==> src/rtl/lcd_ctrl_pkg.sv <==
// Shared definitions for the LCD sequencing controller: state encodings,
// command/digit counts and timer sizing helpers.
package lcd_ctrl_pkg;

    typedef enum logic [2:0] {
        ST_PWRUP = 3'd0,
        ST_INIT  = 3'd1,
        ST_IDLE  = 3'd2,
        ST_ADDR  = 3'd3,
        ST_DIGIT = 3'd4
    } state_e;

    typedef enum logic [1:0] {
        STB_IDLE = 2'd0,
        STB_HIGH = 2'd1,
        STB_LOW  = 2'd2
    } stb_state_e;

    localparam int INIT_CMD_CNT = 4;
    localparam int DIGIT_CNT    = 4;

    // A zero-length interval still needs one cycle.
    function automatic int sat1(input int v);
        return (v < 1) ? 1 : v;
    endfunction

    function automatic int timer_width(input int a, input int b, input int c, input int d);
        int m;
        int w;
        m = a;
        if (b > m) m = b;
        if (c > m) m = c;
        if (d > m) m = d;
        w = $clog2(m);
        return (w < 1) ? 1 : w;
    endfunction

endpackage

==> src/rtl/lcd_ctrl_strobe.sv <==
// Enable-strobe timing for one LCD command: after a start request, E is high
// for E_PULSE_CYC cycles, then low for (wait_m1_i + 1) cycles before cmd_done_o.
import lcd_ctrl_pkg::*;

module lcd_ctrl_strobe #(
    parameter int E_PULSE_CYC = 12,
    parameter int TW          = 8
) (
    input  logic          clk,
    input  logic          rst_i,
    input  logic          start_i,
    input  logic [TW-1:0] wait_m1_i,
    output logic          lcd_e_o,
    output logic          cmd_done_o
);

    localparam logic [TW-1:0] E_LOAD = TW'(E_PULSE_CYC - 1);

    stb_state_e    state_q;
    logic [TW-1:0] timer_q;
    logic          lcd_e_q;

    always_ff @(posedge clk) begin
        if (rst_i) begin
            state_q <= STB_IDLE;
            timer_q <= '0;
            lcd_e_q <= 1'b0;
        end else begin
            case (state_q)
                STB_IDLE: begin
                    if (start_i) begin
                        state_q <= STB_HIGH;
                        timer_q <= E_LOAD;
                        lcd_e_q <= 1'b1;
                    end
                end
                STB_HIGH: begin
                    if (timer_q == '0) begin
                        state_q <= STB_LOW;
                        timer_q <= wait_m1_i;
                        lcd_e_q <= 1'b0;
                    end else begin
                        timer_q <= timer_q - TW'(1);
                    end
                end
                STB_LOW: begin
                    if (timer_q == '0) begin
                        state_q <= STB_IDLE;
                    end else begin
                        timer_q <= timer_q - TW'(1);
                    end
                end
                default: state_q <= STB_IDLE;
            endcase
        end
    end

    // High during the final E-low cycle so the next command's setup follows directly.
    assign cmd_done_o = (state_q == STB_LOW) && (timer_q == '0);
    assign lcd_e_o    = lcd_e_q;

endmodule

==> src/rtl/lcd_ctrl.sv <==
// HD44780 power-up init and 4-digit DDRAM writer driving the LCD datapath selects.
// Optional LCD_AUTO_REFRESH_EN adds a periodic internal refresh request.
import lcd_ctrl_pkg::*;

module lcd_ctrl #(
    parameter int PWRUP_CYC    = 750000,
    parameter int E_PULSE_CYC  = 12,
    parameter int CMD_WAIT_CYC = 2000,
    parameter int CLR_WAIT_CYC = 82000,
    parameter int REFRESH_CYC  = 2500000
) (
    input  logic       clk,
    input  logic       rst,
    input  logic       refresh,
    output logic [1:0] init_sel,
    output logic [1:0] mux_sel,
    output logic       data_sel,
    output logic       DB_sel,
    output logic       LCD_E,
    output logic       LCD_RS,
    output logic       LCD_RW,
    output logic       busy,
    output logic       done
);

    localparam int PWR = sat1(PWRUP_CYC);
    localparam int EPC = sat1(E_PULSE_CYC);
    localparam int CMW = sat1(CMD_WAIT_CYC);
    localparam int CLW = sat1(CLR_WAIT_CYC);
    localparam int TW  = timer_width(PWR, EPC, CMW, CLW);

    localparam logic [TW-1:0] PWR_LAST = TW'(PWR - 1);
    localparam logic [TW-1:0] CMD_M1   = TW'(CMW - 1);
    localparam logic [TW-1:0] CLR_M1   = TW'(CLW - 1);

    state_e        state_q;
    logic [TW-1:0] pwr_cnt_q;
    logic [TW-1:0] wait_m1_q;
    logic          start_q;
    logic          pending_q;
    logic [1:0]    init_sel_q;
    logic [1:0]    mux_sel_q;
    logic          data_sel_q;
    logic          db_sel_q;
    logic          rs_q;
    logic          busy_q;
    logic          done_q;
    logic          cmd_done;
    logic          lcd_e;
    logic          refresh_req;

`ifdef LCD_AUTO_REFRESH_EN
    localparam int REF  = sat1(REFRESH_CYC);
    localparam int RFW  = ($clog2(REF) < 1) ? 1 : $clog2(REF);

    logic [RFW-1:0] ref_cnt_q;
    logic           auto_refresh;

    assign auto_refresh = (ref_cnt_q == RFW'(REF - 1));

    always_ff @(posedge clk) begin
        if (rst) begin
            ref_cnt_q <= '0;
        end else if (auto_refresh) begin
            ref_cnt_q <= '0;
        end else begin
            ref_cnt_q <= ref_cnt_q + RFW'(1);
        end
    end

    assign refresh_req = refresh | auto_refresh;
`else
    logic unused_refresh_cfg;
    assign unused_refresh_cfg = (REFRESH_CYC != 0);
    assign refresh_req        = refresh;
`endif

    lcd_ctrl_strobe #(
        .E_PULSE_CYC(EPC),
        .TW         (TW)
    ) u_strobe (
        .clk       (clk),
        .rst_i     (rst),
        .start_i   (start_q),
        .wait_m1_i (wait_m1_q),
        .lcd_e_o   (lcd_e),
        .cmd_done_o(cmd_done)
    );

    always_ff @(posedge clk) begin
        if (rst) begin
            state_q    <= ST_PWRUP;
            pwr_cnt_q  <= '0;
            wait_m1_q  <= '0;
            start_q    <= 1'b0;
            pending_q  <= 1'b0;
            init_sel_q <= 2'd0;
            mux_sel_q  <= 2'd0;
            data_sel_q <= 1'b0;
            db_sel_q   <= 1'b1;
            rs_q       <= 1'b0;
            busy_q     <= 1'b1;
            done_q     <= 1'b0;
        end else begin
            start_q <= 1'b0;
            done_q  <= 1'b0;
            // Requests arriving while busy coalesce into one extra frame.
            if (refresh_req && (state_q != ST_IDLE)) pending_q <= 1'b1;
            case (state_q)
                ST_PWRUP: begin
                    if (pwr_cnt_q == PWR_LAST) begin
                        state_q   <= ST_INIT;
                        wait_m1_q <= CMD_M1;
                        start_q   <= 1'b1;
                    end else begin
                        pwr_cnt_q <= pwr_cnt_q + TW'(1);
                    end
                end
                ST_INIT: begin
                    if (cmd_done) begin
                        start_q <= 1'b1;
                        if (init_sel_q == 2'(INIT_CMD_CNT - 1)) begin
                            state_q   <= ST_ADDR;
                            db_sel_q  <= 1'b0;
                            wait_m1_q <= CMD_M1;
                        end else begin
                            init_sel_q <= init_sel_q + 2'd1;
                            wait_m1_q  <= (init_sel_q == 2'(INIT_CMD_CNT - 2)) ? CLR_M1 : CMD_M1;
                        end
                    end
                end
                ST_IDLE: begin
                    if (refresh_req || pending_q) begin
                        state_q    <= ST_ADDR;
                        pending_q  <= 1'b0;
                        busy_q     <= 1'b1;
                        db_sel_q   <= 1'b0;
                        data_sel_q <= 1'b0;
                        rs_q       <= 1'b0;
                        wait_m1_q  <= CMD_M1;
                        start_q    <= 1'b1;
                    end
                end
                ST_ADDR: begin
                    if (cmd_done) begin
                        state_q    <= ST_DIGIT;
                        db_sel_q   <= 1'b1;
                        data_sel_q <= 1'b1;
                        rs_q       <= 1'b1;
                        mux_sel_q  <= 2'(DIGIT_CNT - 1);
                        start_q    <= 1'b1;
                    end
                end
                ST_DIGIT: begin
                    if (cmd_done) begin
                        if (mux_sel_q == 2'd0) begin
                            state_q <= ST_IDLE;
                            busy_q  <= 1'b0;
                            done_q  <= 1'b1;
                        end else begin
                            mux_sel_q <= mux_sel_q - 2'd1;
                            start_q   <= 1'b1;
                        end
                    end
                end
                default: state_q <= ST_PWRUP;
            endcase
        end
    end

    assign init_sel = init_sel_q;
    assign mux_sel  = mux_sel_q;
    assign data_sel = data_sel_q;
    assign DB_sel   = db_sel_q;
    assign LCD_E    = lcd_e;
    assign LCD_RS   = rs_q;
    assign LCD_RW   = 1'b0;
    assign busy     = busy_q;
    assign done     = done_q;

endmodule

==> config.mk <==
export PLATFORM = sky130hd
export DESIGN_NAME = lcd_ctrl
export DESIGN_NICKNAME = d
export VERILOG_FILES = /design/src/rtl/lcd_ctrl_pkg.sv /design/src/rtl/lcd_ctrl_strobe.sv /design/src/rtl/lcd_ctrl.sv
export SDC_FILE = /design/constraint.sdc
export NUM_CORES = 1
export LEC_CHECK = 0
export ABC_AREA = 1
export CORE_MARGIN = 3
export CORE_UTILIZATION = 57
export DETAILED_ROUTE_END_ITERATION = 10
export PLACE_DENSITY = 0.83
export REMOVE_ABC_BUFFERS = 1
export SLEW_MARGIN = 15
export SYNTH_ARGS = -nofsm -noshare
export SYNTH_HDL_FRONTEND = slang
export SYNTH_SLANG_ARGS = --single-unit
==> constraint.sdc <==
create_clock -name clk -period 2.6 [get_ports clk]
set_input_delay 0.52 -clock clk [delete_from_list [all_inputs] [get_ports clk]]
set_output_delay 0.52 -clock clk [all_outputs]
set_load 0.005 [all_outputs]
; Yosys cells after proc, flatten, opt, wreduce, memory -nomap -nowiden
; Cells that the tools add are included.
[classes]
n_addsub = 4
n_eq_ne = 22
muxes = 49
n_bitwise = 4
n_reduce_logical = 27
[ops]
columns = op, count
row1 = $mux 20, 6
row2 = $pmux 20 s3, 2
row3 = $mux 17, 2
row4 = $ne 2x2->1 const B, 11
row5 = $mux 3, 7
row6 = $add 20x1->20 const B, 1
row7 = $eq 20x20->1 const B, 1
row8 = $logic_not 20->1, 1
row9 = $sub 20x1->20 const B, 1
row10 = $mux 1, 18
row11 = $pmux 3 s5, 1
row12 = $reduce_and 3->1, 5
row13 = $mux 2, 6
row14 = $reduce_and 4->1, 3
row15 = $reduce_bool 3->1, 3
row16 = $reduce_bool 2->1, 4
row17 = $reduce_and 7->1, 1
row18 = $eq 2x2->1 const B, 3
row19 = $eq 3x2->1 const B, 2
row20 = $pmux 1 s2, 3
row21 = $pmux 2 s3, 1
row22 = $reduce_and 5->1, 1
row23 = $logic_not 2->1, 2
row24 = $not 1->1, 4
row25 = other kinds (16), 17
[totals]
regBits = 76
in_bits = 3
output_inout_bits = 11
word_cells = 120

; Longest topological paths before layout
; Gate-level depths: netlist of run 1.
[depth]
depth_word = 5
mapped_depth = 12
ltp_nobuf = 12

; Modules after synthesis
; A second synthesis of run 1 with hierarchy kept.
[unflattened]
hier_cells = 597
hier_area_um2 = 3851.2
[by_module_without_submodules]
columns = module, instances, cells_per_inst, area_each_um2, seq_area_each_um2
row1 = lcd_ctrl, 1, 312, 2042.0, 720.7
row2 = lcd_ctrl_strobe, 1, 285, 1809.2, 460.4

; Least setup slack after synthesis of run 1
; Ideal clock, no wire load.
[synth_timing]
path_kind = reg-to-reg
startpoint = register pwr_cnt_q[0]
endpoint = register pwr_cnt_q[17]
setup_ns = 0.132
t_arrival_ns = 1.463
required_time_ns = 2.468
setup_slack_ns = 1.005
stages_incl_launch_ff = 12
n_path_buf = 1
synth_period_minus_slack_ns = 1.595
cell_sequence = dfxtp_1 > ha_1 > nand2_2 > nor2_4 > inv_2 > nor2_2 > nand3_2 > nand2_4 > inv_2 > buf_4 > nand2_1 > a21oi_1
[synth_between]
elab_chain_cells = 3
elab_cells_between_ends = 4
cone_classes = add/sub: 1 / eq/ne: 1 / bitwise: 1 / reduce/logical: 1
[synth_lines]
columns = element, line_no
row1 = start: declaration, lcd_ctrl.sv:37  ; logic [TW-1:0] pwr_cnt_q;
row2 = start signal: assignment, lcd_ctrl.sv:116  ; pwr_cnt_q <= pwr_cnt_q + TW'(1);
row3 = "parallel branches: the longest is 3 deep, another holds $add 20x1->20", -
; Several ways; the timed one is not identified.
; A chain may end at the register's enable or synchronous reset.

; Final worst setup path of run 1
[layout_timing]
startpoint = register pwr_cnt_q[0]
endpoint = register pwr_cnt_q[8]
; Same word-level chain as after synthesis.

==> results of run 1 <==
-- Yosys cell counts, types with 7 or more instances --
cell type	number
sky130_fd_sc_hd__nand2_1	155
sky130_fd_sc_hd__nor2_1	64
sky130_fd_sc_hd__dfxtp_1	59
sky130_fd_sc_hd__inv_1	59
sky130_fd_sc_hd__nand3_1	48
sky130_fd_sc_hd__a21oi_1	36
sky130_fd_sc_hd__o21ai_0	23
sky130_fd_sc_hd__nor2_2	13
sky130_fd_sc_hd__nor3_1	13
sky130_fd_sc_hd__ha_1	11
sky130_fd_sc_hd__xor2_1	11
sky130_fd_sc_hd__nor2_4	8
sky130_fd_sc_hd__nand2_2	7
-- power by group through the flow --
| stage | clock (mW) | combinational [mW] | sequential, mW |
|---|---|---|---|
| global route | 0.991 | 1.18 | 0.980 |
| global placement | 0 | 1.02 | 0.993 |
| finish | 0.931 | 1.07 | 0.975 |
| floorplan | 0 | 0.832 | 0.987 |
| detailed placement | 0 | 1.03 | 0.995 |
| CTS | 0.941 | 1.05 | 0.975 |
-- registers in the layout, summed over array words and instances (netlist names) --
| signal | flops |
|---|---|
| LCD_RS | 1 |
| u_strobe.timer_q | 20 |
| start_q | 1 |
| DB_sel | 1 |
| busy | 1 |
| wait_m1_q | 3 |
| pwr_cnt_q | 20 |
| state_q | 3 |
| done | 1 |
| mux_sel | 2 |
| init_sel | 2 |
| pending_q | 1 |
| u_strobe.state_q | 2 |
| u_strobe.lcd_e_o | 1 |
-- stage by stage --
stage	util [%]	hold WS (ns)
4_1_cts	65.15	0.4601
3_5_place_dp	61.78	0.4444
5_1_grt	65.15	0.5010
6_report	65.15	0.4600
3_3_place_gp	61.78	0.4408
2_1_floorplan	-	0.4242
-- per-layer routing --
| layer | GRT usage (%) | share of wire (%) |
|---|---|---|
| met3 | 5.268 | 5.8 |
| met1 | 32.49 | 45 |
| met2 | 40.55 | 47 |
| met4 | 11.16 | 2.3 |
| met5 | 0 | 0 |
-- worst register-to-register path: cells and delay by family, from the launching register on --
kind            cells  cell delay (ns)
compound gates      1             0.14
fa+ha+maj           1             0.30
buf+inv             2             0.25
flops               1             0.40
simple gates        7             0.85
-- worst max path at each step --
stage | end | startpoint | slack (ns)
2_1_floorplan | state_q[1]$_SDFFE_PP0P_ | pwr_cnt_q[0]$_SDFFE_PP0P_ | 0.94
3_3_place_gp | u_strobe.timer_q[1]$_SDFFE_PP0P_ | u_strobe.state_q[1]$_SDFFE_PP0P_ | 0.69
3_5_place_dp | pwr_cnt_q[8]$_SDFFE_PP0P_ | pwr_cnt_q[0]$_SDFFE_PP0P_ | 0.60
4_1_cts | pwr_cnt_q[8]$_SDFFE_PP0P_ | pwr_cnt_q[0]$_SDFFE_PP0P_ | 0.60
5_1_grt | pwr_cnt_q[8]$_SDFFE_PP0P_ | pwr_cnt_q[0]$_SDFFE_PP0P_ | 0.39
6_report | pwr_cnt_q[8]$_SDFFE_PP0P_ | pwr_cnt_q[0]$_SDFFE_PP0P_ | 0.59
-- logic make-up after synthesis --
kind of cell    after synthesis  synth area share (%)
simple gates                334                 42.12
buf+inv                      80                 8.980
compound gates               77                 11.05
flops                        59                 30.94
xor+xnor                     14                 3.212
fa+ha+maj                    11                 3.605
other cells                   1               0.09823
-- area by class of cell --
type                       instances  area share, %
clock buffer                       9          2.961
clock inverter                     7          2.213
inverter                          67          6.071
multi-input combinational        437          54.81
sequential                        59          28.23
tap                               77          2.303
timing repair buffer              15          3.409
==> impl_metrics.prom, run 1 <==
# TYPE chip_impl_metric gauge
chip_impl_info{name="outcome",value="completed"} 1
chip_impl_info{name="setup.worst_path.end_class",value="flop"} 1
chip_impl_info{name="hold-path-endpoint",value="wait_m1_q[6]$_SDFFE_PP0P_"} 1
chip_impl_metric{name="area_of_all_sequential_standard_cells",unit="um^2"} 1181
chip_impl_metric{name="power_frac_clock",unit="%"} 31.3
chip_impl_metric{name="worst-path-max-fanout",unit=""} 24
chip_impl_metric{name="synth_seq_cells",unit=""} 59
chip_impl_metric{name="port-buffer-count",unit=""} 12
chip_impl_metric{name="vias_per_cell",unit=""} 5.477
chip_impl_metric{name="seq_area_frac_synth",unit="%"} 30.94
chip_impl_info{name="synth.top_cells.by_area",value="sky130_fd_sc_hd__dfxtp_1 (31%), sky130_fd_sc_hd__nand2_1 (15%), sky130_fd_sc_hd__nand3_1 (6.3%)"} 1
chip_impl_metric{name="core",unit="um^2"} 6422
chip_impl_info{name="layout.cells.most_common_list",value="sky130_fd_sc_hd__nand2_1 (155), sky130_fd_sc_hd__nor2_1 (64), sky130_fd_sc_hd__dfxtp_1 (59), sky130_fd_sc_hd__inv_1 (59), sky130_fd_sc_hd__nand3_1 (48)"} 1
chip_impl_info{name="hp-start",value="wait_m1_q[6]$_SDFFE_PP0P_"} 1
chip_impl_metric{name="final_critical_path_share_of_the_clock_period",unit="%"} 77.13
chip_impl_info{name="critPathSlowestCell",value="sky130_fd_sc_hd__dfxtp_1"} 1
chip_impl_info{name="cpMostUsedCell",value="sky130_fd_sc_hd__inv_2"} 1
chip_impl_metric{name="swShare",unit="%"} 38.87
chip_impl_metric{name="worst-path-buf-inv",unit=""} 2
chip_impl_metric{name="grt_pass1_vias",unit=""} 3429
chip_impl_info{name="hp-class",value="reg -> reg"} 1
chip_impl_metric{name="drt-pass1-iter-count",unit=""} 5
chip_impl_metric{name="cts.clk_slew.worst_paths",unit="ns"} 0.07
chip_impl_metric{name="post_cts_resize_count",unit=""} 0
chip_impl_metric{name="die_y",unit="um"} 87.84
chip_impl_metric{name="synth_enable_flop_cells",unit=""} 0
chip_impl_metric{name="clock-sinks",unit=""} 59
chip_impl_metric{name="timing.clock.skew",unit="ns"} 0.008318
chip_impl_metric{name="ys.warnings.count",unit=""} 0
chip_impl_metric{name="layout_cells_sized_above_1",unit="%"} 11.62
chip_impl_metric{name="multi_input_comb_area",unit="um^2"} 2293
chip_impl_metric{name="design_area",unit="um^2"} 4184
chip_impl_info{name="crit_family",value="simple AND/OR/NAND/NOR gates"} 1
chip_impl_metric{name="number_of_cells_on_the_worst_reg_to_reg_path",unit=""} 11
chip_impl_info{name="tritoncts_clock_tree",value="yes"} 1
chip_impl_metric{name="final.fill_count",unit=""} 556
chip_impl_metric{name="final-instance-count-excl-fill",unit=""} 671
chip_impl_metric{name="setup_viol",unit=""} 0
chip_impl_metric{name="cts_max_level",unit=""} 3
chip_impl_metric{name="globalRoute.totalOverflow",unit=""} 0
chip_impl_metric{name="postRouteAntennaNets",unit=""} 0
chip_impl_info{name="r2r_end",value="pwr_cnt_q[8]$_SDFFE_PP0P_"} 1
chip_impl_metric{name="post_synthesis_mean_instance_area",unit="um^2"} 6.627
chip_impl_metric{name="hold-path-cell-count",unit=""} 2
chip_impl_info{name="netlist.top_cell.by_area",value="sky130_fd_sc_hd__dfxtp_1"} 1
chip_impl_metric{name="seq_power_share",unit="%"} 32.8
chip_impl_metric{name="hpwlAfterDp",unit="um"} 6476
chip_impl_metric{name="route.final.wire_length",unit="um"} 8850
chip_impl_metric{name="clock.fmax",unit="GHz"} 0.4987
chip_impl_metric{name="route.vias.total",unit=""} 3675
chip_impl_metric{name="worst_skew_pair.late_latency",unit="ns"} 0.35
chip_impl_metric{name="postSynth.asyncResetShare",unit="%"} 0
chip_impl_metric{name="pwr_density_cell",unit="nW/um^2"} 710.9
chip_impl_metric{name="post_synth_instance_area",unit="um^2"} 3817
chip_impl_info{name="final_common_cell",value="sky130_fd_sc_hd__nand2_1"} 1
chip_impl_metric{name="post-synth-top-area-fraction",unit="%"} 30.94
chip_impl_metric{name="dp.cells",unit=""} 655
chip_impl_metric{name="timing.critical_path.depth",unit=""} 11
chip_impl_metric{name="postPlaceCellArea",unit="um^2"} 3968
chip_impl_metric{name="cellInternalPower",unit="mW"} 1.818
chip_impl_metric{name="routedWlPerCell",unit="um"} 13.19
chip_impl_metric{name="finalPower",unit="mW"} 2.975
chip_impl_metric{name="power.switching",unit="mW"} 1.156
chip_impl_info{name="worstReg2RegStart",value="pwr_cnt_q[0]$_SDFFE_PP0P_"} 1
chip_impl_metric{name="post_place_setup_slack",unit="ns"} 0.6011
chip_impl_metric{name="boundaryPins",unit=""} 14
chip_impl_metric{name="tns",unit="ns"} 0
chip_impl_metric{name="drv.max_cap_violation_count",unit=""} 0
chip_impl_metric{name="clock_tree.buffer_depth",unit=""} 2
chip_impl_metric{name="chipWidth",unit="um"} 87.84
chip_impl_metric{name="track_usage",unit="%"} 25.20
chip_impl_info{name="setup_repair_after_global_routing_missed_its_margin",value="no"} 1
chip_impl_metric{name="grt_antenna_before_repair",unit=""} 0
chip_impl_info{name="synth-main-ff-cell",value="sky130_fd_sc_hd__dfxtp_1"} 1
chip_impl_metric{name="p_comb_share",unit="%"} 35.9
chip_impl_info{name="timing.critical_path.cells",value="ha_1, nand2_2, nor2_4, inv_2, nor2_2, nand3_2, nand2_4, inv_2, nand3_1, nand2_1, a21oi_1"} 1
chip_impl_metric{name="drtIter0Drc",unit=""} 257
chip_impl_metric{name="synth_instances",unit=""} 576
chip_impl_metric{name="std_cell_rows",unit=""} 29
chip_impl_info{name="critical_path.startpoint_type",value="flop"} 1
chip_impl_metric{name="yosysUniqueCellTypes",unit=""} 45
chip_impl_info{name="timing_worst_setup_path_type",value="reg -> reg"} 1
chip_impl_metric{name="die-area",unit="um^2"} 7715
chip_impl_metric{name="final_hold_vio_count",unit=""} 0
chip_impl_metric{name="grt_pass1_wl",unit="um"} 15480
chip_impl_metric{name="number_of_slew_limit_violations_in_the_final_report",unit=""} 0
chip_impl_metric{name="detail_route.drc_violations",unit=""} 0
chip_impl_metric{name="cts_setup_buffers",unit=""} 0
chip_impl_metric{name="setup_ws",unit="ns"} 0.5947
chip_impl_metric{name="grt_start_max_net_pins",unit=""} 28
chip_impl_metric{name="critical-path-max-stage-delay",unit="ns"} 0.40
chip_impl_info{name="cts_root_buffer",value="sky130_fd_sc_hd__clkbuf_8"} 1
chip_impl_metric{name="routabilityCongestion",unit=""} 0.9369
chip_impl_metric{name="layout_min_cycle_time",unit="ns"} 2.005
chip_impl_metric{name="critical_path_required",unit="ns"} 2.87
chip_impl_metric{name="tritoncts.num_buffers",unit=""} 9
chip_impl_metric{name="reg2reg_slack",unit="ns"} 0.59
chip_impl_metric{name="starting_density_of_the_core",unit="%"} 59.44
chip_impl_metric{name="power.static_leakage",unit="nW"} 1.796
chip_impl_metric{name="peakVddDrop",unit="uV"} 568.9
chip_impl_metric{name="critPathArrivalTime",unit="ns"} 2.28
chip_impl_metric{name="num_antenna_cells",unit=""} 0
chip_impl_metric{name="final_net_count",unit=""} 603
chip_impl_metric{name="area_delta_synth_final",unit="%"} 9.603
chip_impl_metric{name="ctsHoldBuffers",unit=""} 0
Power figures use the tool's default switching activity.
==> inputs of run 2 (changes only) <==
Settings changed: CORE_UTILIZATION 57 to 56, PLACE_DENSITY 0.83 to 0.85.
Clock period 2.6 ns to 1.7 ns, I/O delays scaled along.
==> run 2 against run 1 <==
The run now ends with setup timing left. Clock power increased by 54%. Clock-buffer cell count is the same. Sequential cell count unchanged. Setup slack got worse by 0.62 ns. Via count is 12% higher. Power up 67%. Hold slack better by 0.023 ns. Critical path type unchanged. Critical endpoint is now u_strobe.timer_q[19]$_SDFFE_PP0P_.
==> impl_metrics.prom, run 2 (synthesized netlist as in run 1, its figures left out) <==
# TYPE chip_impl_metric gauge
chip_impl_metric{name="number_of_cells_on_the_worst_reg_to_reg_path",unit=""} 10
chip_impl_metric{name="number_of_slew_limit_violations_in_the_final_report",unit=""} 0
chip_impl_metric{name="grt_pass1_vias",unit=""} 3565
chip_impl_info{name="layout.cells.most_common_list",value="sky130_fd_sc_hd__nand2_1 (150), sky130_fd_sc_hd__dfxtp_1 (54), sky130_fd_sc_hd__inv_1 (53), sky130_fd_sc_hd__nor2_1 (53), sky130_fd_sc_hd__nand3_1 (46)"} 1
chip_impl_metric{name="final_net_count",unit=""} 638
chip_impl_metric{name="critical_path_required",unit="ns"} 1.99
chip_impl_info{name="critical_path.startpoint_type",value="flop"} 1
chip_impl_metric{name="cts.clk_slew.worst_paths",unit="ns"} 0.07
chip_impl_info{name="final_common_cell",value="sky130_fd_sc_hd__nand2_1"} 1
chip_impl_metric{name="clock-sinks",unit=""} 59
chip_impl_metric{name="cts_max_level",unit=""} 3
chip_impl_metric{name="core",unit="um^2"} 6495
chip_impl_metric{name="routabilityCongestion",unit=""} 0.9460
chip_impl_metric{name="dp.cells",unit=""} 676
chip_impl_metric{name="drt-pass1-iter-count",unit=""} 5
chip_impl_metric{name="postPlaceCellArea",unit="um^2"} 4150
chip_impl_info{name="tritoncts_clock_tree",value="yes"} 1
chip_impl_metric{name="setup_ws",unit="ns"} -0.02527
chip_impl_metric{name="grt_start_max_net_pins",unit=""} 28
chip_impl_metric{name="grt_pass1_wl",unit="um"} 15950
chip_impl_metric{name="critical-path-max-stage-delay",unit="ns"} 0.34
chip_impl_metric{name="clock_tree.buffer_depth",unit=""} 2
chip_impl_metric{name="timing.clock.skew",unit="ns"} 0.008918
chip_impl_metric{name="pwr_density_cell",unit="nW/um^2"} 1062
chip_impl_metric{name="worst_skew_pair.late_latency",unit="ns"} 0.35
chip_impl_info{name="hp-start",value="busy$_SDFFE_PP1P_"} 1
chip_impl_metric{name="vias_per_cell",unit=""} 5.836
chip_impl_info{name="r2r_end",value="u_strobe.timer_q[19]$_SDFFE_PP0P_"} 1
chip_impl_metric{name="boundaryPins",unit=""} 14
chip_impl_metric{name="drv.max_cap_violation_count",unit=""} 0
chip_impl_metric{name="clock.fmax",unit="GHz"} 0.5796
chip_impl_metric{name="area_delta_synth_final",unit="%"} 22.75
chip_impl_metric{name="std_cell_rows",unit=""} 29
chip_impl_info{name="startpoint",value="u_strobe.timer_q[1]$_SDFFE_PP0P_"} 1
chip_impl_metric{name="power.static_leakage",unit="nW"} 2.021
chip_impl_metric{name="layout_min_cycle_time",unit="ns"} 1.725
chip_impl_metric{name="hold_slack",unit="ns"} 0.4833
chip_impl_metric{name="final-instance-count-excl-fill",unit=""} 706
chip_impl_metric{name="post_place_setup_slack",unit="ns"} 0.004085
chip_impl_metric{name="tns",unit="ns"} -0.03719
chip_impl_metric{name="num_antenna_cells",unit=""} 0
chip_impl_metric{name="hpwlAfterDp",unit="um"} 6898
chip_impl_metric{name="postLayoutCoreUtil",unit="%"} 72.14
chip_impl_metric{name="routedWlPerCell",unit="um"} 15.50
chip_impl_metric{name="grt_antenna_before_repair",unit=""} 0
chip_impl_metric{name="drtIter0Drc",unit=""} 478
chip_impl_info{name="cpMostUsedCell",value="sky130_fd_sc_hd__nand2_4"} 1
chip_impl_metric{name="detail_route.drc_violations",unit=""} 0
chip_impl_metric{name="tritoncts.num_buffers",unit=""} 9
chip_impl_metric{name="critPathArrivalTime",unit="ns"} 2.02
chip_impl_metric{name="reg2reg_slack",unit="ns"} -0.03
chip_impl_info{name="hp-class",value="reg -> reg"} 1
chip_impl_metric{name="worst-path-max-fanout",unit=""} 10
chip_impl_metric{name="setup_viol",unit=""} 2
chip_impl_metric{name="track_usage",unit="%"} 25.69
chip_impl_metric{name="postRouteAntennaNets",unit=""} 0
chip_impl_metric{name="final_critical_path_share_of_the_clock_period",unit="%"} 101.5
chip_impl_metric{name="route.final.wire_length",unit="um"} 10940
chip_impl_info{name="cts_root_buffer",value="sky130_fd_sc_hd__clkbuf_8"} 1
chip_impl_metric{name="final_hold_vio_count",unit=""} 0
chip_impl_metric{name="worst-path-buf-inv",unit=""} 2
chip_impl_info{name="setup_repair_after_global_routing_missed_its_margin",value="yes"} 1
chip_impl_metric{name="peakVddDrop",unit="uV"} 533.0
chip_impl_metric{name="port-buffer-count",unit=""} 12
chip_impl_info{name="violated_checks",value="setup timing"} 1
chip_impl_info{name="worstReg2RegStart",value="u_strobe.timer_q[1]$_SDFFE_PP0P_"} 1
chip_impl_info{name="timing_worst_setup_path_type",value="reg -> reg"} 1
chip_impl_metric{name="layout_cells_sized_above_1",unit="%"} 23.05
chip_impl_info{name="setup.worst_path.end_class",value="flop"} 1
chip_impl_info{name="biggestRegsByFlops",value="pwr_cnt_q: 20 flops, u_strobe.timer_q: 20 flops"} 1
chip_impl_info{name="crit_family",value="simple AND/OR/NAND/NOR gates"} 1
chip_impl_metric{name="starting_density_of_the_core",unit="%"} 58.77
chip_impl_metric{name="chipWidth",unit="um"} 88.57
chip_impl_metric{name="design_area",unit="um^2"} 4686
chip_impl_metric{name="route.vias.total",unit=""} 4120
chip_impl_info{name="critPathSlowestCell",value="sky130_fd_sc_hd__dfxtp_1"} 1
chip_impl_info{name="outcome",value="finished with violations"} 1
chip_impl_metric{name="die-area",unit="um^2"} 7844
chip_impl_metric{name="finalPower",unit="mW"} 4.979
chip_impl_metric{name="die_y",unit="um"} 88.57
chip_impl_info{name="hold-path-endpoint",value="busy$_SDFFE_PP1P_"} 1
chip_impl_info{name="timing.critical_path.cells",value="inv_2, ha_4, nand3_2, nor2_4, nand4_4, nand2_4, inv_4, nand2_4, nand3_1, nor2_1"} 1
chip_impl_metric{name="globalRoute.totalOverflow",unit=""} 0
chip_impl_metric{name="hold-path-cell-count",unit=""} 2
-- run 2: metal layers --
layer | GRT usage, % | vias to the layer above | part of all wire [%]
li1 | - | 1951 | -
met1 | 32.65 | 1884 | 39
met2 | 42.76 | 237 | 49
met3 | 5.866 | 48 | 8.7
met4 | 9.066 | 0 | 3.5
met5 | 0 | - | 0
-- run 2: how the worst max path moves through the flow --
stage | end | slack, ns | cells after the start
after detailed placement | u_strobe.timer_q[8]$_SDFFE_PP0P_ | 0.004 | 10
final | u_strobe.timer_q[19]$_SDFFE_PP0P_ | -0.03 | 10
after CTS | u_strobe.timer_q[18]$_SDFFE_PP0P_ | 0.007 | 10
after global routing | u_strobe.timer_q[19]$_SDFFE_PP0P_ | -0.07 | 10
after floorplan | state_q[1]$_SDFFE_PP0P_ | 0.04 | 12
after global placement | u_strobe.timer_q[6]$_SDFFE_PP0P_ | 0.08 | 11
-- run 2: what timing repair did --
action | in CTS | in global routing
pin swaps | 0 | 10
cloned | 0 | 2
hold buffers | 0 | 0
gates resized for setup | 3 | 57
endpoints found under the setup margin | 3 | 55
setup buffers | 0 | 12
-- run 2: area by class of cell --
class                      count  area (um^2)
multi-input combinational    438         2482
clock buffer                   9        123.9
tap                           77        96.34
sequential                    59         1187
inverter                      67        259.0
clock inverter                 7        92.59
fill                         459         1809
timing repair buffer          49        444.2
-- run 2: where the power goes --
part	internal [mW]	switching, mW	leakage, nW
sequential	1.44	0.0650	0.479
clock	0.818	0.611	0.101
combinational	0.733	1.31	1.44
total	2.99	1.99	2.02
-- run 2: worst min-delay path, stage by stage, from the launching register on --
cell	delay, ns
sky130_fd_sc_hd__dfxtp_1	0.31
sky130_fd_sc_hd__o21ai_0	0.06
sky130_fd_sc_hd__nand3_1	0.06
==> RTL edit 1, RTL diff (config.mk and constraints of run 2) <==
Register the output `LCD_E`, cleared by the reset; this adds one clock of latency there. The other outputs are not delayed to match.
--- a/src/rtl/lcd_ctrl.sv
+++ b/src/rtl/lcd_ctrl.sv
@@ -173,5 +173,11 @@
     assign data_sel = data_sel_q;
     assign DB_sel   = db_sel_q;
-    assign LCD_E    = lcd_e;
+    always_ff @(posedge clk) begin
+        if (rst) begin
+            LCD_E <= '0;
+        end else begin
+            LCD_E <= lcd_e;
+        end
+    end
     assign LCD_RS   = rs_q;
     assign LCD_RW   = 1'b0;
Function: no difference found for any inputs over 10 cycles, from zero or initial values and one cycle with rst high; that may be too few to reach the edited logic, so the function may still have changed.
==> RTL edit 1 against run 2 <==
The run still ends with setup timing left. Routed wire length shrank 8.4%. Sequential share of layout area up 1.1 points. Worst setup slack worse by 0.032 ns. Sequential cell count is 1 higher. Final area shrank 2.6%. Critical path depth increased by 1. Synthesized area decreased by 1.1%. Critical path type unchanged.
Power is not compared: it rests on default switching activity, and its combinational part moved more than twofold at a synthesized area within 25%.
==> RTL edit 1: results (changes against run 2) <==
Reg area 0.00121 sq mm (+1.6%); Compound-Gate Fraction of Synth Area 10.9% (-0.10 points); Post-Syn Instances 584 (+1.4%); met1 Track Usage GR 31.6% (-1.1 points); final-report setup violation count 3 (+1); top cells by area, synth dfxtp_1 (32%), nand2_1 (16%), inv_1 (7.1%); setup slack after layout -0.0568 ns (-0.0316 ns); CP max stage cell dfxtp_2; # placed instances 681 (+0.74%); met2 Track Usage GR 43.6% (+0.80 points); Non-clk bufs 44 (-10%); DR pass1 iterations 7 (+2); sequential cell area share 26.4% (+1.1 points); wire length per cell 14.2 um (-8.7%); RD Place Congestion 0.987 (+4.3%); Total Routing Usage GR 25.7% (-0.029 points); violated checks setup timing; ratio of cells with drive above 1 in the final layout 18.2% (-4.8 points); placed instance area 0.00410 sq mm (-1.2%); clk tree area frac 4.44% (-0.18 points); Adder-Cell Fraction of Synth Area 3.65% (+0.042 points); fin cells 708 (+0.28%); final-layout clock buffer total 12 (+3); crit path max fanout 6 (-4); Synth cell types 42 (-6.7%); Signal buf overhead 8.69% (-0.78 points); DR WL met3 566 um (-41%); Total Neg Setup Slack -0.102 ns (-0.0645 ns); grt met3 use 5.46% (-0.41 points); status finished, violations left; Inverters 75 (+12%)
[RTL edit 1: changes by cell type after synthesis, sizes merged, moves of 2 or more]
cell | run 2 | this run
nand4 | 7 | 9
inv | 66 | 75
nand3b | 4 | 2
a31oi | 3 | 1
a21oi | 37 | 43
nand2 | 166 | 168
o21bai | 4 | 1
nor3 | 14 | 18
nor2 | 86 | 76
[RTL edit 1: final timing paths]
| kind | slack (ns) | cells after the start | to | startpoint |
|---|---|---|---|---|
| worst min register to register | 0.46 | 2 | LCD_E$_SDFF_PP0_ | u_strobe.lcd_e_o$_SDFFE_PP0P_ |
| worst max register to register | -0.06 | 11 | u_strobe.timer_q[16]$_SDFFE_PP0P_ | u_strobe.timer_q[0]$_SDFFE_PP0P_ |
| worst max-delay path | -0.06 | 11 | u_strobe.timer_q[16]$_SDFFE_PP0P_ | u_strobe.timer_q[0]$_SDFFE_PP0P_ |
| worst min-delay path | 0.46 | 2 | LCD_E$_SDFF_PP0_ | u_strobe.lcd_e_o$_SDFFE_PP0P_ |
==> RTL edit 2, RTL diff (flow settings as in run 2) <==
Without the edit above. The option `LCD_AUTO_REFRESH_EN` is turned on by a define.
--- a/src/rtl/lcd_ctrl.sv
+++ b/src/rtl/lcd_ctrl.sv
@@ -1,4 +1,6 @@
 // HD44780 power-up init and 4-digit DDRAM writer driving the LCD datapath selects.
 // Optional LCD_AUTO_REFRESH_EN adds a periodic internal refresh request.
+`define LCD_AUTO_REFRESH_EN
+
 import lcd_ctrl_pkg::*;
 
Function: same outputs for any inputs over 10 cycles, from zero or initial values and one cycle with rst high; that may be too few to reach the edited logic, so the function may still have changed.
==> RTL edit 2 against run 2 <==
The run still ends with setup timing left. Routed wire length increased by 16%. Final cell count increased by 27%. Fmax increased by 1.2%. Via count increased by 20%. Final area increased by 27%. Utilization increased by 3.2 points. Highest routed layer unchanged. Die area increased by 20%. Sequential cell count increased by 22. Worst setup slack improved by 0.021 ns. Global-route usage decreased by 0.98 points. Critical path depth unchanged. Count of clock-buffer cells in the layout unchanged. Synthesized area increased by 21%.
Power is not compared: it rests on default switching activity, and its combinational part moved more than twofold at a synthesized area within 25%.
==> RTL edit 2: results (changes against run 2) <==
Hold Startpoint ref_cnt_q[0]$_SDFF_PP0_; violated checks setup timing; final-report setup violation count 2 (unchanged); hold endpoint ref_cnt_q[0]$_SDFF_PP0_; initial drt markers 328 (-31%); commonest cells in the synthesized netlist nand2_1 (184), nor2_1 (99), dfxtp_1 (81); crit path max fanout 5 (-5); post-CTS sizing 9 (+6); Compound-Gate Fraction of Synth Area 10.1% (-0.93 points); largest net degree at the start of global routing 29 (+3.6%); Worst R2R End busy$_SDFFE_PP1P_; # placed instances 860 (+27%); Layout Nets 802 (+26%); max incr delay on CP 0.38 ns (+0.04 ns); Synth cell types 42 (-6.7%); Post-DP HPWL 8.48 mm (+23%); final hold slack 0.466 ns (-0.0174 ns); Crit. Startpoint u_strobe.timer_q[8]$_SDFFE_PP0P_; Seq/Total Area, Yosys 35.0% (+4.0 points); Post-Syn Instances 709 (+23%); status finished, violations left; CP max stage cell dfxtp_4; top cells by area, synth dfxtp_1 (35%), nand2_1 (15%), nor2_1 (8.0%); placed instance area 0.00519 sq mm (+25%); hold depth 1 (-1); wire length per cell 14.2 um (-8.6%); ratio of cells with drive above 1 in the final layout 26.3% (+3.2 points); CP arrival 1.93 ns (-0.09 ns); Synth Area in XOR/XNOR 3.21% (about the same); DR pass1 iterations 6 (+1); Post-CTS Setup Inserts 3 (+3); reg-to-reg critical path startpoint u_strobe.timer_q[8]$_SDFFE_PP0P_; vias in the first global route 4305 (+21%); setup slack after layout -0.00410 ns (+0.0212 ns); Total Neg Setup Slack -0.00528 ns (+0.0319 ns)
RTL edit 2: cell types whose count changed after synthesis, sizes merged, moves of 6 or more:
| cell | before | now |
|---|---|---|
| nand4 | 7 | 15 |
| inv | 66 | 85 |
| nand2 | 166 | 193 |
| a21oi | 37 | 46 |
| dfxtp | 59 | 81 |
| or2 | 1 | 7 |
| nor3 | 14 | 21 |
| nor2 | 86 | 117 |
RTL edit 2: layer usage:
metal | track usage, % | vias up | part of all wire, %
met2 | 39.9 | 205 | 47
met3 | 4.76 | 23 | 8.4
met1 | 34.3 | 2305 | 43
li1 | - | 2425 | -
met4 | 5.40 | 0 | 1.6
met5 | 0 | - | 0
RTL edit 2: area by class of cell:
type | instances | area, sq um
Multi-Input combinational cell | 528 | 2970
Tap cell | 102 | 128
Sequential cell | 81 | 1660
Fill cell | 560 | 1950
Clock inverter | 7 | 83.8
Clock buffer | 9 | 124
Inverter | 86 | 333
Timing Repair Buffer | 81 | 649
